[config.mk]
export PLATFORM = sky130hd
export DESIGN_NAME = fetch_pc_unit_flat
export DESIGN_NICKNAME = d
export VERILOG_FILES = /design/src/rtl/fetch_pc_unit_pkg.sv /design/src/rtl/fetch_pc_unit_if.sv /design/src/rtl/fetch_pc_unit_pc_next_mux.sv /design/src/rtl/fetch_pc_unit.sv /design/src/flat_wrapper.sv
export SDC_FILE = /design/constraint.sdc
export NUM_CORES = 1
export LEC_CHECK = 0
export ABC_AREA = 1
export CELL_PAD_IN_SITES_DETAIL_PLACEMENT = 0
export CELL_PAD_IN_SITES_GLOBAL_PLACEMENT = 1
export CORE_MARGIN = 2
export CORE_UTILIZATION = 21
export DETAILED_ROUTE_END_ITERATION = 8
export HOLD_SLACK_MARGIN = 0.06
export PLACE_DENSITY = 0.88
export SLEW_MARGIN = 5
export SYNTH_ARGS = -nofsm -noshare
export SYNTH_HDL_FRONTEND = slang
export SYNTH_SLANG_ARGS = --single-unit
[constraint.sdc]
create_clock -name clk_in -period 1.05 [get_ports clk_in]
set_input_delay 0.21 -clock clk_in [delete_from_list [all_inputs] [get_ports clk_in]]
set_output_delay 0.21 -clock clk_in [all_outputs]
set_load 0.03 [all_outputs]
[src/rtl/fetch_pc_unit_pkg.sv]
// Purpose : shared types and constants for the PC / instruction-fetch stage.
// Latency : n/a (declarations only).
// Backpressure: n/a.
package fetch_pkg;

   localparam int WORD_W = 32;

   // Sequential step applied by the external PC+4 adder.
   localparam logic [WORD_W-1:0] PC_INC           = 32'd4;
   localparam logic [WORD_W-1:0] DEFAULT_RESET_PC = 32'h0000_0000;

   typedef enum logic [1:0] {
      IDLE  = 2'd0,
      REQ   = 2'd1,
      VALID = 2'd2
   } fetch_state_e;

endpackage

[src/rtl/fetch_pc_unit_if.sv]
// Purpose : instruction-memory req/ack bus plus the decode valid/ready bus.
// Latency : n/a (wiring only).
// Backpressure: decode holds instr_out by keeping ready_in low.
// Ports   : imem_req_out/imem_addr_out -> memory, imem_ack_in/imem_data_in <- memory,
//           instr_out/instr_valid_out -> decode, ready_in <- decode.
//           master = fetch unit, slave = memory/decode side.
interface fetch_pc_unit_if;
   import fetch_pkg::*;

   logic              imem_req_out;
   logic [WORD_W-1:0] imem_addr_out;
   logic              imem_ack_in;
   logic [WORD_W-1:0] imem_data_in;
   logic [WORD_W-1:0] instr_out;
   logic              instr_valid_out;
   logic              ready_in;

   modport master (
      output imem_req_out, imem_addr_out, instr_out, instr_valid_out,
      input  imem_ack_in, imem_data_in, ready_in
   );

   modport slave (
      input  imem_req_out, imem_addr_out, instr_out, instr_valid_out,
      output imem_ack_in, imem_data_in, ready_in
   );

endinterface

[src/rtl/fetch_pc_unit_pc_next_mux.sv]
// Purpose : next-PC select (jump > branch > sequential) with alignment check.
// Latency : combinational.
// Backpressure: none; caller decides when the result is consumed.
// Ports   : pc_plus4_in, branch_taken_in/branch_target_in, jump_in/jump_target_in in;
//           next_pc_out (bits [1:0] cleared), misalign_out (selected target unaligned).
module pc_next_mux
   import fetch_pkg::*;
(
   input  logic [WORD_W-1:0] pc_plus4_in,
   input  logic              branch_taken_in,
   input  logic [WORD_W-1:0] branch_target_in,
   input  logic              jump_in,
   input  logic [WORD_W-1:0] jump_target_in,
   output logic [WORD_W-1:0] next_pc_out,
   output logic              misalign_out
);

   logic [WORD_W-1:0] sel;

   always_comb begin
      sel = pc_plus4_in;
      if (jump_in) begin
         sel = jump_target_in;
      end else if (branch_taken_in) begin
         sel = branch_target_in;
      end
   end

   // The PC always stays word-aligned; an unaligned target is flagged, not trapped.
   assign next_pc_out  = {sel[WORD_W-1:2], 2'b00};
   assign misalign_out = |sel[1:0];

endmodule

[src/rtl/fetch_pc_unit.sv]
// Purpose : architectural PC plus fetch FSM (IDLE -> REQ -> VALID -> REQ ...).
// Latency : 1 cycle from req to instr_valid_out on a zero-wait ack; best 1 instr / 2 cycles.
// Backpressure: ready_in=0 in VALID holds PC, instruction and redirect decision.
// Ports   : clk_in, rst_n_in (sync, active-low); pc_out -> external adder, pc_plus4_in <- adder;
//           branch/jump redirect inputs; misalign_out sticky flag; bus = memory/decode interface.
module fetch_pc_unit
   import fetch_pkg::*;
#(
   parameter logic [WORD_W-1:0] RESET_PC = DEFAULT_RESET_PC
)(
   input  logic              clk_in,
   input  logic              rst_n_in,
   output logic [WORD_W-1:0] pc_out,
   input  logic [WORD_W-1:0] pc_plus4_in,
   input  logic              branch_taken_in,
   input  logic [WORD_W-1:0] branch_target_in,
   input  logic              jump_in,
   input  logic [WORD_W-1:0] jump_target_in,
   output logic              misalign_out,
   fetch_pc_unit_if.master   bus
);

   localparam logic [WORD_W-1:0] RESET_PC_W = {RESET_PC[WORD_W-1:2], 2'b00};

   fetch_state_e      state_q, state_d;
   logic [WORD_W-1:0] pc_q, pc_d;
   logic [WORD_W-1:0] instr_q, instr_d;
   logic              valid_q, valid_d;
   logic              misalign_q, misalign_d;

   logic [WORD_W-1:0] next_pc;
   logic              next_misalign;

   pc_next_mux u_pc_next_mux (
      .pc_plus4_in      (pc_plus4_in),
      .branch_taken_in  (branch_taken_in),
      .branch_target_in (branch_target_in),
      .jump_in          (jump_in),
      .jump_target_in   (jump_target_in),
      .next_pc_out      (next_pc),
      .misalign_out     (next_misalign)
   );

   // State register; reset also discards any ack in the same cycle.
   always_ff @(posedge clk_in) begin
      if (!rst_n_in) begin
         state_q    <= IDLE;
         pc_q       <= RESET_PC_W;
         instr_q    <= '0;
         valid_q    <= 1'b0;
         misalign_q <= 1'b0;
      end else begin
         state_q    <= state_d;
         pc_q       <= pc_d;
         instr_q    <= instr_d;
         valid_q    <= valid_d;
         misalign_q <= misalign_d;
      end
   end

   // Next-state logic.
   always_comb begin
      state_d = state_q;
      case (state_q)
         IDLE:    state_d = REQ;
         REQ:     if (bus.imem_ack_in) state_d = VALID;
         VALID:   if (bus.ready_in)    state_d = REQ;
         default: state_d = IDLE;
      endcase
   end

   // Datapath updates; redirect inputs are only looked at on the accepting cycle.
   always_comb begin
      pc_d       = pc_q;
      instr_d    = instr_q;
      valid_d    = valid_q;
      misalign_d = misalign_q;
      if (state_q == REQ && bus.imem_ack_in) begin
         instr_d = bus.imem_data_in;
         valid_d = 1'b1;
      end
      if (state_q == VALID && bus.ready_in) begin
         pc_d       = next_pc;
         valid_d    = 1'b0;
         misalign_d = misalign_q | next_misalign;
      end
   end

   // Outputs: registered values or pure state decode.
   always_comb begin
      bus.imem_req_out    = (state_q == REQ);
      bus.imem_addr_out   = pc_q;
      bus.instr_out       = instr_q;
      bus.instr_valid_out = valid_q;
      pc_out              = pc_q;
      misalign_out        = misalign_q;
   end

endmodule

[src/flat_wrapper.sv]
// flat-port wrapper written by rule: the top's interface ports become plain ports
module fetch_pc_unit_flat import fetch_pkg::*;
#(
   parameter logic [WORD_W-1:0] RESET_PC = DEFAULT_RESET_PC
)
  (clk_in, rst_n_in, pc_out, pc_plus4_in, branch_taken_in, branch_target_in, jump_in, jump_target_in, misalign_out, bus_imem_req_out, bus_imem_addr_out, bus_instr_out, bus_instr_valid_out, bus_imem_ack_in, bus_imem_data_in, bus_ready_in);
  fetch_pc_unit_if bus_i ();
  input  logic clk_in;
  input  logic rst_n_in;
  output logic [WORD_W-1:0] pc_out;
  input  logic [WORD_W-1:0] pc_plus4_in;
  input  logic branch_taken_in;
  input  logic [WORD_W-1:0] branch_target_in;
  input  logic jump_in;
  input  logic [WORD_W-1:0] jump_target_in;
  output logic misalign_out;
  output wire logic [$bits(bus_i.imem_req_out)-1:0] bus_imem_req_out;
  output wire logic [$bits(bus_i.imem_addr_out)-1:0] bus_imem_addr_out;
  output wire logic [$bits(bus_i.instr_out)-1:0] bus_instr_out;
  output wire logic [$bits(bus_i.instr_valid_out)-1:0] bus_instr_valid_out;
  input wire logic [$bits(bus_i.imem_ack_in)-1:0] bus_imem_ack_in;
  input wire logic [$bits(bus_i.imem_data_in)-1:0] bus_imem_data_in;
  input wire logic [$bits(bus_i.ready_in)-1:0] bus_ready_in;
  assign bus_imem_req_out = bus_i.imem_req_out;
  assign bus_imem_addr_out = bus_i.imem_addr_out;
  assign bus_instr_out = bus_i.instr_out;
  assign bus_instr_valid_out = bus_i.instr_valid_out;
  assign bus_i.imem_ack_in = bus_imem_ack_in;
  assign bus_i.imem_data_in = bus_imem_data_in;
  assign bus_i.ready_in = bus_ready_in;
  fetch_pc_unit #(.RESET_PC(RESET_PC)) u_core (.clk_in(clk_in), .rst_n_in(rst_n_in), .pc_out(pc_out), .pc_plus4_in(pc_plus4_in), .branch_taken_in(branch_taken_in), .branch_target_in(branch_target_in), .jump_in(jump_in), .jump_target_in(jump_target_in), .misalign_out(misalign_out), .bus(bus_i));
endmodule
# Word level (Yosys, flattened, before mapping)
# Index checks and enable logic that the tools add are counted.
# W data, S select, Z words.
# totals
out_inout_bits,99
reg_bits,66
elab_cells,22
# op_classes
bitwise_logic,2
n_mux,5
n_reduce_logical,6
eq_ne,4
# ops
op,count
$mux W32,2
$pmux W2 S3,1
$mux W2,2
$reduce_or A2 Y1,2
$eq A2 B1 Y1 const B,1
$eq A2 B2 Y1 const B,1
$logic_and A1 B1 Y1,2
$logic_not A2 Y1,1
$ne A2 B1 Y1 const B,1
$ne A2 B2 Y1 const B,1
$reduce_and A2 Y1,1
$not A1 Y1,1
$or A1 B1 Y1,1

# Logic depth before layout (Yosys ltp)
# Gate-level depths: netlist of run 1.
# logic_depth
ltp_word,4
depth_mapped,7
mapped_depth_nobuf,6

# Modules after synthesis
# From an unflattened synthesis of run 1, not the netlist that was laid out.
# hier_totals
cells_unflattened,602
area_unflattened_um2,3767.4
# by_module_without_submodules
module,cells_per_inst,n_inst,area_each_um2
fetch_pc_unit,458,1,3036.7
pc_next_mux,144,1,730.7

# Least setup slack after synthesis of run 1
# OpenSTA, ideal clock, no wires.
# synth_timing
path_kind,register to register
start,register u_core.state_q[1]
end,"register u_core.pc_q[11], in the netlist u_core.bus.imem_addr_out[11]"
slack_ps,3
t_required_ps,930
period_less_slack_ps,1047
arrival_ps,927
path_stages_with_launch,7
cell_sequence,dfxtp_1 nand3_2 nand2_1 inv_2 clkbuf_8 nand2_1 nand2_1
# synth_via
elab_chain_len,2
# synth_lines
element,line_no,source
from (decl),fetch_pc_unit.sv:25,"fetch_state_e state_q, state_d;"
from (signal assigned),fetch_pc_unit.sv:53,state_q <= state_d;
$eq A2 B2 Y1,fetch_pc_unit.sv:82,if (state_q == VALID && bus.ready_in) begin
$logic_and A1 B1 Y1,fetch_pc_unit.sv:82,
to (signal assigned),fetch_pc_unit.sv:54,pc_q <= pc_d;
to (decl),fetch_pc_unit.sv:26,"logic [WORD_W-1:0] pc_q, pc_d;"
# Every way passes these cells.
# A chain may end at the register's enable or synchronous reset.

# Final worst setup path of run 1
# layout_timing
start,register u_core.state_q[0]
end,output port bus_imem_req_out
# layout_via
elab_chain_len,1
# layout_lines
element,line_no,source
$eq A2 B1 Y1,fetch_pc_unit.sv:91,bus.imem_req_out = (state_q == REQ);
to (decl),flat_wrapper.sv:17,output wire logic [$bits(bus_i.imem_req_out)-1:0] bus_imem_req_out;
# Every way passes these cells.

==> tab_implementation.tex, run 1 <==
\begin{tabular}{lr}
\hline
Metric & Value \\
\hline
\multicolumn{2}{l}{\textbf{Run status}} \\
Status & finished, violations left \\
Violations in the final reports & setup timing \\
\multicolumn{2}{l}{\textbf{Drt}} \\
Post-route ant nets & 0 \\
Iteration-0 DRC count of the detailed router & 94 \\
Mean number of vias per cell & 4.35 \\
Aggregate routed wire length & 12.1 mm \\
Detailed-router iteration count before antenna repair & 4 \\
Overall via count from detail\_route & 3651 \\
DRC errors left & 0 \\
Wire length per cell after detailed routing & 14.5 um \\
\multicolumn{2}{l}{\textbf{Die}} \\
Placeable Area & 0.0152 mm\^{}2 \\
Floorplan die height & 129 um \\
I/O pin count & 233 \\
Site row count & 45 \\
Die X & 129 um \\
Starting density of the core & 0.215 \\
Die Footprint & 0.0166 mm\^{}2 \\
\multicolumn{2}{l}{\textbf{Clocking}} \\
Clk\_lat worst skew & 0.34 ns \\
Buffer depth of the longest clock path & 2 \\
Clock Tree Root & sky130\_fd\_sc\_hd\_\_clkbuf\_16 \\
Clock tree from TritonCTS & built \\
CTS clk-pin slew, worst paths & 0.06 ns \\
\# clock sinks & 66 \\
H-tree levels & 3 \\
Number of buffers added by the clock tree synthesis step & 9 \\
\multicolumn{2}{l}{\textbf{STA}} \\
Number of max-slew violations in the final report & 0 \\
Final-report hold violation count & 0 \\
Highest clock frequency the design can meet & 792 MHz \\
Setup repair after global routing missed its margin & yes \\
Number of endpoints failing setup at the final stage & 68 \\
Final critical-path required period & 1.26 ns \\
Tcrit/Tclk final & 1.20 \\
Post-route setup slack & -0.213 ns \\
Post-route clock skew & 0.00807 ns \\
\multicolumn{2}{l}{\textbf{Global route}} \\
Remaining Overflow, GRT & 0 \\
Total GRT Usage & 0.139 \\
Number of global-route vias before repair & 3566 \\
Global-route wire length before repair & 17.9 mm \\
Initial antenna violation count & 0 \\
Pin count of the biggest net entering global routing & 33 \\
\multicolumn{2}{l}{\textbf{Worst setup path}} \\
Crit path launch type & flop \\
Worst setup path class & reg2out \\
Critical path data required time & 0.84 ns \\
Largest fanout on the critical path & 2 \\
Worst R2R Start & u\_core.state\_q[0] \\
CP Capture Type & output port \\
Worst endpoint data arrival time & 1.05 ns \\
Source of the critical timing path & u\_core.state\_q[0] \\
\multicolumn{2}{l}{\textbf{Logic synthesis}} \\
Yosys warnings & 0 \\
Most frequent cells after synthesis & sky130\_fd\_sc\_hd\_\_nand2\_1, sky130\_fd\_sc\_hd\_\_dfxtp\_1, sky130\_fd\_sc\_hd\_\_nand3\_1 \\
Post-synthesis cell type with the largest combined area & sky130\_fd\_sc\_hd\_\_dfxtp\_1 \\
Share of synthesized area occupied by flip-flops and latches & 0.405 \\
Synthesis-stage register bit count & 66 \\
Predominant post-synthesis flop cell & sky130\_fd\_sc\_hd\_\_dfxtp\_1 \\
Most frequent cell after synthesis & sky130\_fd\_sc\_hd\_\_nand2\_1 \\
Ys async rst share & 0 \\
Distinct cell type count after synthesis & 23 \\
Leading cell types by total area after synthesis & sky130\_fd\_sc\_hd\_\_dfxtp\_1, sky130\_fd\_sc\_hd\_\_nand2\_1, sky130\_fd\_sc\_hd\_\_nand3\_1 \\
Count of flip-flops with a built-in enable after synthesis & 0 \\
Gate count of the mapped netlist & 438 \\
Mean instance size in the synthesized netlist & 7.46 um\^{}2 \\
Summed instance area of the synthesized netlist & 0.00327 mm\^{}2 \\
Share of the synthesized area in the top cell type & 0.405 \\
\multicolumn{2}{l}{\textbf{Min path}} \\
Beginning of the worst hold path & bus\_imem\_data\_in[26] \\
Worst min-delay path class & in2reg \\
\multicolumn{2}{l}{\textbf{Power}} \\
Total Power Consumption & 7.88 mW \\
Share of power burned in registers & 0.337 \\
Clock share of power & 0.444 \\
Net Sw Power & 2.02 mW \\
Power density over the cells & 1220 mW/mm\^{}2 \\
Internal power summed over all cells & 5.86 mW \\
Logic pwr share & 0.219 \\
Worst VDD drop & 917 uV \\
Leakage power figure & 2.73 nW \\
Proportion of total power due to net switching & 0.257 \\
\multicolumn{2}{l}{\textbf{Place}} \\
Port bufs & 228 \\
Routability cong. & 0.758 \\
Half-perimeter wire length after detailed placement & 8.48 mm \\
\multicolumn{2}{l}{\textbf{Final layout}} \\
Layout area overhead & 97.2\% \\
Final antenna diode count & 0 \\
Final Net Count & 781 \\
Finished Core Util & 0.424 \\
Fraction of layout instances using a drive strength above 1 & 0.365 \\
\multicolumn{2}{l}{\textbf{Run}} \\
Reported max-cap violation count & 0 \\
\hline
\end{tabular}
layout by cell type (no fill, tap or decap), types with 3 or more instances in the layout:
cell type	n
sky130_fd_sc_hd__buf_6	92
sky130_fd_sc_hd__buf_4	16
sky130_fd_sc_hd__dfxtp_4	16
sky130_fd_sc_hd__a21oi_1	23
sky130_fd_sc_hd__conb_1	4
sky130_fd_sc_hd__clkbuf_16	11
sky130_fd_sc_hd__o211ai_2	5
sky130_fd_sc_hd__o211ai_1	25
sky130_fd_sc_hd__a21oi_2	13
sky130_fd_sc_hd__clkdlybuf4s50_1	132
sky130_fd_sc_hd__inv_2	3
sky130_fd_sc_hd__inv_1	6
sky130_fd_sc_hd__buf_12	15
sky130_fd_sc_hd__dfxtp_2	50
sky130_fd_sc_hd__bufinv_16	3
sky130_fd_sc_hd__nand2_1	157
sky130_fd_sc_hd__nand3_2	3
sky130_fd_sc_hd__nand3_1	61
critical path, stage by stage, from the launching register on:
cell and delay, ns:
sky130_fd_sc_hd__dfxtp_2 0.34, sky130_fd_sc_hd__inv_4 0.04, sky130_fd_sc_hd__nor2_4 0.11, sky130_fd_sc_hd__buf_12 0.11, sky130_fd_sc_hd__buf_8 0.11
worst paths after layout:
path	to	depth (start not counted)	slack [ns]
setup / recovery	bus_imem_req_out	4	-0.21
hold / removal	u_core.bus.instr_out[26]	3	0.43
setup reg to reg	u_core.bus.instr_out[0]	7	-0.17
hold reg to reg	u_core.bus.instr_out[18]	2	0.47
routing by layer:
layer	vias up	global-route usage	routed length [um]
met5	-	0	0
met4	0	0.0428	160
met3	12	0.0541	1060
met2	141	0.245	5980
met1	1668	0.155	4940
li1	1830	-	-
cell families after synthesis:
group / count (synthesis) / share of synthesized area
AND/OR/NAND/NOR: 230 / 0.299
buffers and inverters: 75 / 0.161
AO/OA/AOI/OAI: 66 / 0.134
flip-flops: 66 / 0.405
other: 1 / 0.00115
power groups by stage:
| stage | Combinational (mW) | Clock, mW | Sequential, mW |
|---|---|---|---|
| floorplan | 0.553 | 0 | 2.86 |
| global placement | 1.53 | 0 | 2.71 |
| detailed placement | 1.54 | 0 | 2.70 |
| CTS | 1.70 | 3.63 | 2.67 |
| global route | 1.84 | 3.73 | 2.66 |
| finish | 1.72 | 3.50 | 2.66 |
repair_timing:
item,in CTS,in global routing
hold buffers,0,0
cloned,2,2
endpoints found under the hold margin,0,0
buffers inserted,7,2
pin swaps,3,15
endpoints found under the setup margin,158,134
gates resized for setup,166,34
layout make-up:
cell class	instances	area, um^2
timing repair buffer	260	2880
inverter	10	40.0
fill	1490	8760
clock buffer	10	229
tap	188	235
clock inverter	6	115
multi-input combinational	300	1490
sequential	66	1440
sequential cells by signal, summed over array words and instances (netlist names):
signal	cells
u_core.bus.imem_addr_out	30
u_core.bus.instr_out	32
u_core.bus.instr_valid_out	1
u_core.misalign_out	1
u_core.state_q	2
metrics by stage:
stage | TNS (ns) | cells | worst slack, ns | hold slack [ns] | area (um^2)
global route | -13.94 | 840 | -0.258 | 0.434 | 6440
floorplan | 0 | 441 | 0.00341 | 0.337 | 3280
CTS | -11.17 | 839 | -0.250 | 0.413 | 6320
finish | -8.46 | 840 | -0.213 | 0.430 | 6440
detailed placement | -23.00 | 814 | -0.405 | 0.453 | 5420
global placement | -21.93 | 814 | -0.410 | 0.448 | 5420
(Power assumes the default switching activity.)
==> run 2, diff against run 1 <==
Settings changed: CORE_MARGIN 2 to not set.
==> tab_implementation.tex, run 2 (same netlist as run 1, synthesis figures left out) <==
\begin{tabular}{lr}
\hline
Metric & Value \\
\hline
\multicolumn{2}{l}{\textbf{Power}} \\
Worst VDD drop & 801 uV (-13\%) \\
Power density over the cells & 1150 mW/mm\^{}2 (-5.7\%) \\
Leakage power figure & 2.69 nW (-1.4\%) \\
Total Power Consumption & 7.28 mW (-7.6\%) \\
\multicolumn{2}{l}{\textbf{Place}} \\
Placed standard-cell area & 0.00535 mm\^{}2 (-1.3\%) \\
Port bufs & 228 (unchanged) \\
Routability cong. & 0.734 (-3.1\%) \\
Pre-CTS WS & -0.495 ns (-0.0898 ns) \\
Half-perimeter wire length after detailed placement & 8.01 mm (-5.5\%) \\
\multicolumn{2}{l}{\textbf{Clocking}} \\
Clock Tree Root & sky130\_fd\_sc\_hd\_\_clkbuf\_16 \\
Number of buffers added by the clock tree synthesis step & 9 (unchanged) \\
Number of hold buffers added after CTS & 0 (unchanged) \\
Clock tree from TritonCTS & built \\
\# clock sinks & 66 (unchanged) \\
H-tree levels & 3 (unchanged) \\
Clk\_lat worst skew & 0.34 ns (about the same) \\
Buffer depth of the longest clock path & 2 (unchanged) \\
CTS clk-pin slew, worst paths & 0.06 ns (about the same) \\
\multicolumn{2}{l}{\textbf{Final layout}} \\
Final antenna diode count & 0 (unchanged) \\
Cell area after layout & 0.00631 mm\^{}2 (-2.0\%) \\
Filler cells & 1478 (-0.81\%) \\
Fraction of layout instances using a drive strength above 1 & 0.345 (-0.0199) \\
Area of the multi-input gates & 0.00144 mm\^{}2 (-3.5\%) \\
Most common library cell in the layout ignoring fill and taps & sky130\_fd\_sc\_hd\_\_nand2\_1 \\
Area taken by flip-flops and latches & 0.00145 mm\^{}2 (about the same) \\
Final Net Count & 782 (+0.13\%) \\
Most frequent cells in the layout & sky130\_fd\_sc\_hd\_\_nand2\_1, sky130\_fd\_sc\_hd\_\_clkdlybuf4s50\_1, sky130\_fd\_sc\_hd\_\_buf\_6 \\
Layout area overhead & 93.2\% \\
Max FFs per register & 32 (unchanged) \\
\multicolumn{2}{l}{\textbf{STA}} \\
Final critical-path required period & 1.27 ns (+0.00915 ns) \\
Setup repair after global routing missed its margin & yes \\
Number of max-slew violations in the final report & 0 (unchanged) \\
Post-route setup slack & -0.222 ns (-0.00915 ns) \\
Post-route clock skew & 0.00790 ns (-0.000167 ns) \\
Worst hold slack & 0.442 ns (+0.0114 ns) \\
Number of endpoints failing setup at the final stage & 65 (-4.4\%) \\
Final-report hold violation count & 0 (unchanged) \\
Highest clock frequency the design can meet & 786 MHz (-0.72\%) \\
Tcrit/Tclk final & 1.21 (+0.00872) \\
\multicolumn{2}{l}{\textbf{Worst setup path}} \\
Worst-path cell chain & nor2\_4, buf\_12, buf\_8 \\
CP Capture Type & output port \\
Cell with the biggest individual delay on the critical path & sky130\_fd\_sc\_hd\_\_dfxtp\_2 \\
CP top delay family & flip-flops \\
Crit path launch type & flop \\
Largest fanout on the critical path & 3 (+1) \\
Buf/Inv on CP & 2 (-1) \\
Critical path data required time & 0.84 ns (about the same) \\
Worst setup path class & reg2out \\
Worst endpoint data arrival time & 1.06 ns (about the same) \\
Longest individual stage delay on the worst path & 0.35 ns (about the same) \\
\multicolumn{2}{l}{\textbf{Die}} \\
Placeable Area & 0.0152 mm\^{}2 (unchanged) \\
Site row count & 45 (unchanged) \\
Floorplan die height & 127 um (-1.6\%) \\
I/O pin count & 233 (unchanged) \\
Die Footprint & 0.0161 mm\^{}2 (-3.1\%) \\
Starting density of the core & 0.215 (unchanged) \\
Die X & 127 um (-1.6\%) \\
\multicolumn{2}{l}{\textbf{Global route}} \\
Global-route wire length before repair & 17.3 mm (-3.5\%) \\
Total GRT Usage & 0.138 (-0.000741) \\
Pin count of the biggest net entering global routing & 56 (+70\%) \\
Remaining Overflow, GRT & 0 (unchanged) \\
Initial antenna violation count & 0 (unchanged) \\
Number of global-route vias before repair & 3315 (-7.0\%) \\
\multicolumn{2}{l}{\textbf{Run status}} \\
Violations in the final reports & setup timing \\
Status & finished, violations left \\
\multicolumn{2}{l}{\textbf{Run}} \\
Reported max-cap violation count & 0 (unchanged) \\
\multicolumn{2}{l}{\textbf{Drt}} \\
Uppermost metal layer occupied by signal nets & met4 \\
DRC errors left & 0 (unchanged) \\
Met1 Routed Length & 4.99 mm (+0.91\%) \\
Iteration-0 DRC count of the detailed router & 150 (+60\%) \\
Detailed-router iteration count before antenna repair & 4 (unchanged) \\
Post-route ant nets & 0 (unchanged) \\
Overall via count from detail\_route & 3603 (-1.3\%) \\
Mean number of vias per cell & 4.29 (-1.3\%) \\
Aggregate routed wire length & 11.7 mm (-3.3\%) \\
Amount of wire on met2 after detailed routing & 5.61 mm (-6.2\%) \\
Wire length per cell after detailed routing & 14.0 um (-3.3\%) \\
Routed met3 length & 980 um (-7.6\%) \\
\multicolumn{2}{l}{\textbf{Min path}} \\
Worst min-delay path class & in2reg \\
\hline
\end{tabular}
-- run 2: worst paths after layout --
check	from	endpoint	slack [ns]	depth (start not counted)
hold reg to reg	u_core.bus.instr_out[31]	u_core.bus.instr_out[31]	0.46	2
hold / removal	bus_imem_data_in[27]	u_core.bus.instr_out[27]	0.44	3
setup / recovery	u_core.state_q[1]	bus_imem_req_out	-0.22	3
setup reg to reg	u_core.state_q[0]	u_core.bus.imem_addr_out[29]	-0.13	8
-- run 2: where the power goes --
part           total, mW  internal [mW]  switching (mW)
combinational       1.63          0.899           0.732
sequential          2.65           2.58          0.0750
clock               3.00           1.88            1.12
-- run 2: cell type report --
class,count,area share
clock buffer,10,0.0379
clock inverter,5,0.00873
inverter,10,0.00635
multi-input combinational,300,0.228
sequential,66,0.229
tap,188,0.0373
timing repair buffer,261,0.452
-- run 2: timing repair --
action / 4_1_cts / 5_1_grt
hold endpoints to repair: 0 / 0
setup endpoints to repair: 154 / 146
cloned: 0 / 3
buffers inserted: 4 / 6
resized for setup: 151 / 35
pin swaps: 1 / 4
-- run 2: metrics by stage --
| step | utilization | TNS, ns | std cells |
|---|---|---|---|
| 2_1_floorplan | - | 0 | 441 |
| 6_report | 0.415 | -5.60 | 840 |
| 4_1_cts | 0.401 | -7.09 | 832 |
| 3_3_place_gp | 0.352 | -19.74 | 813 |
| 5_1_grt | 0.415 | -11.36 | 840 |
| 3_5_place_dp | 0.352 | -21.25 | 813 |
-- run 2: tightest hold or removal path: cells and delay by family --
family | cells | cell delay [ns]
buf+inv | 1 | 0.40
simple gates | 1 | 0.08
compound gates | 1 | 0.06
-- run 2: per-layer routing --
metal	track usage	up-vias
met5	0	-
met1	0.157	1618
li1	-	1826
met2	0.237	147
met4	0.0441	0
met3	0.0544	12
==> run 3, diff against run 2 <==
Settings changed: CTS_CLUSTER_DIAMETER set to 40.
==> results of run 3 <==
No change in the layout: final DEF, timing and power equal those of run 2.
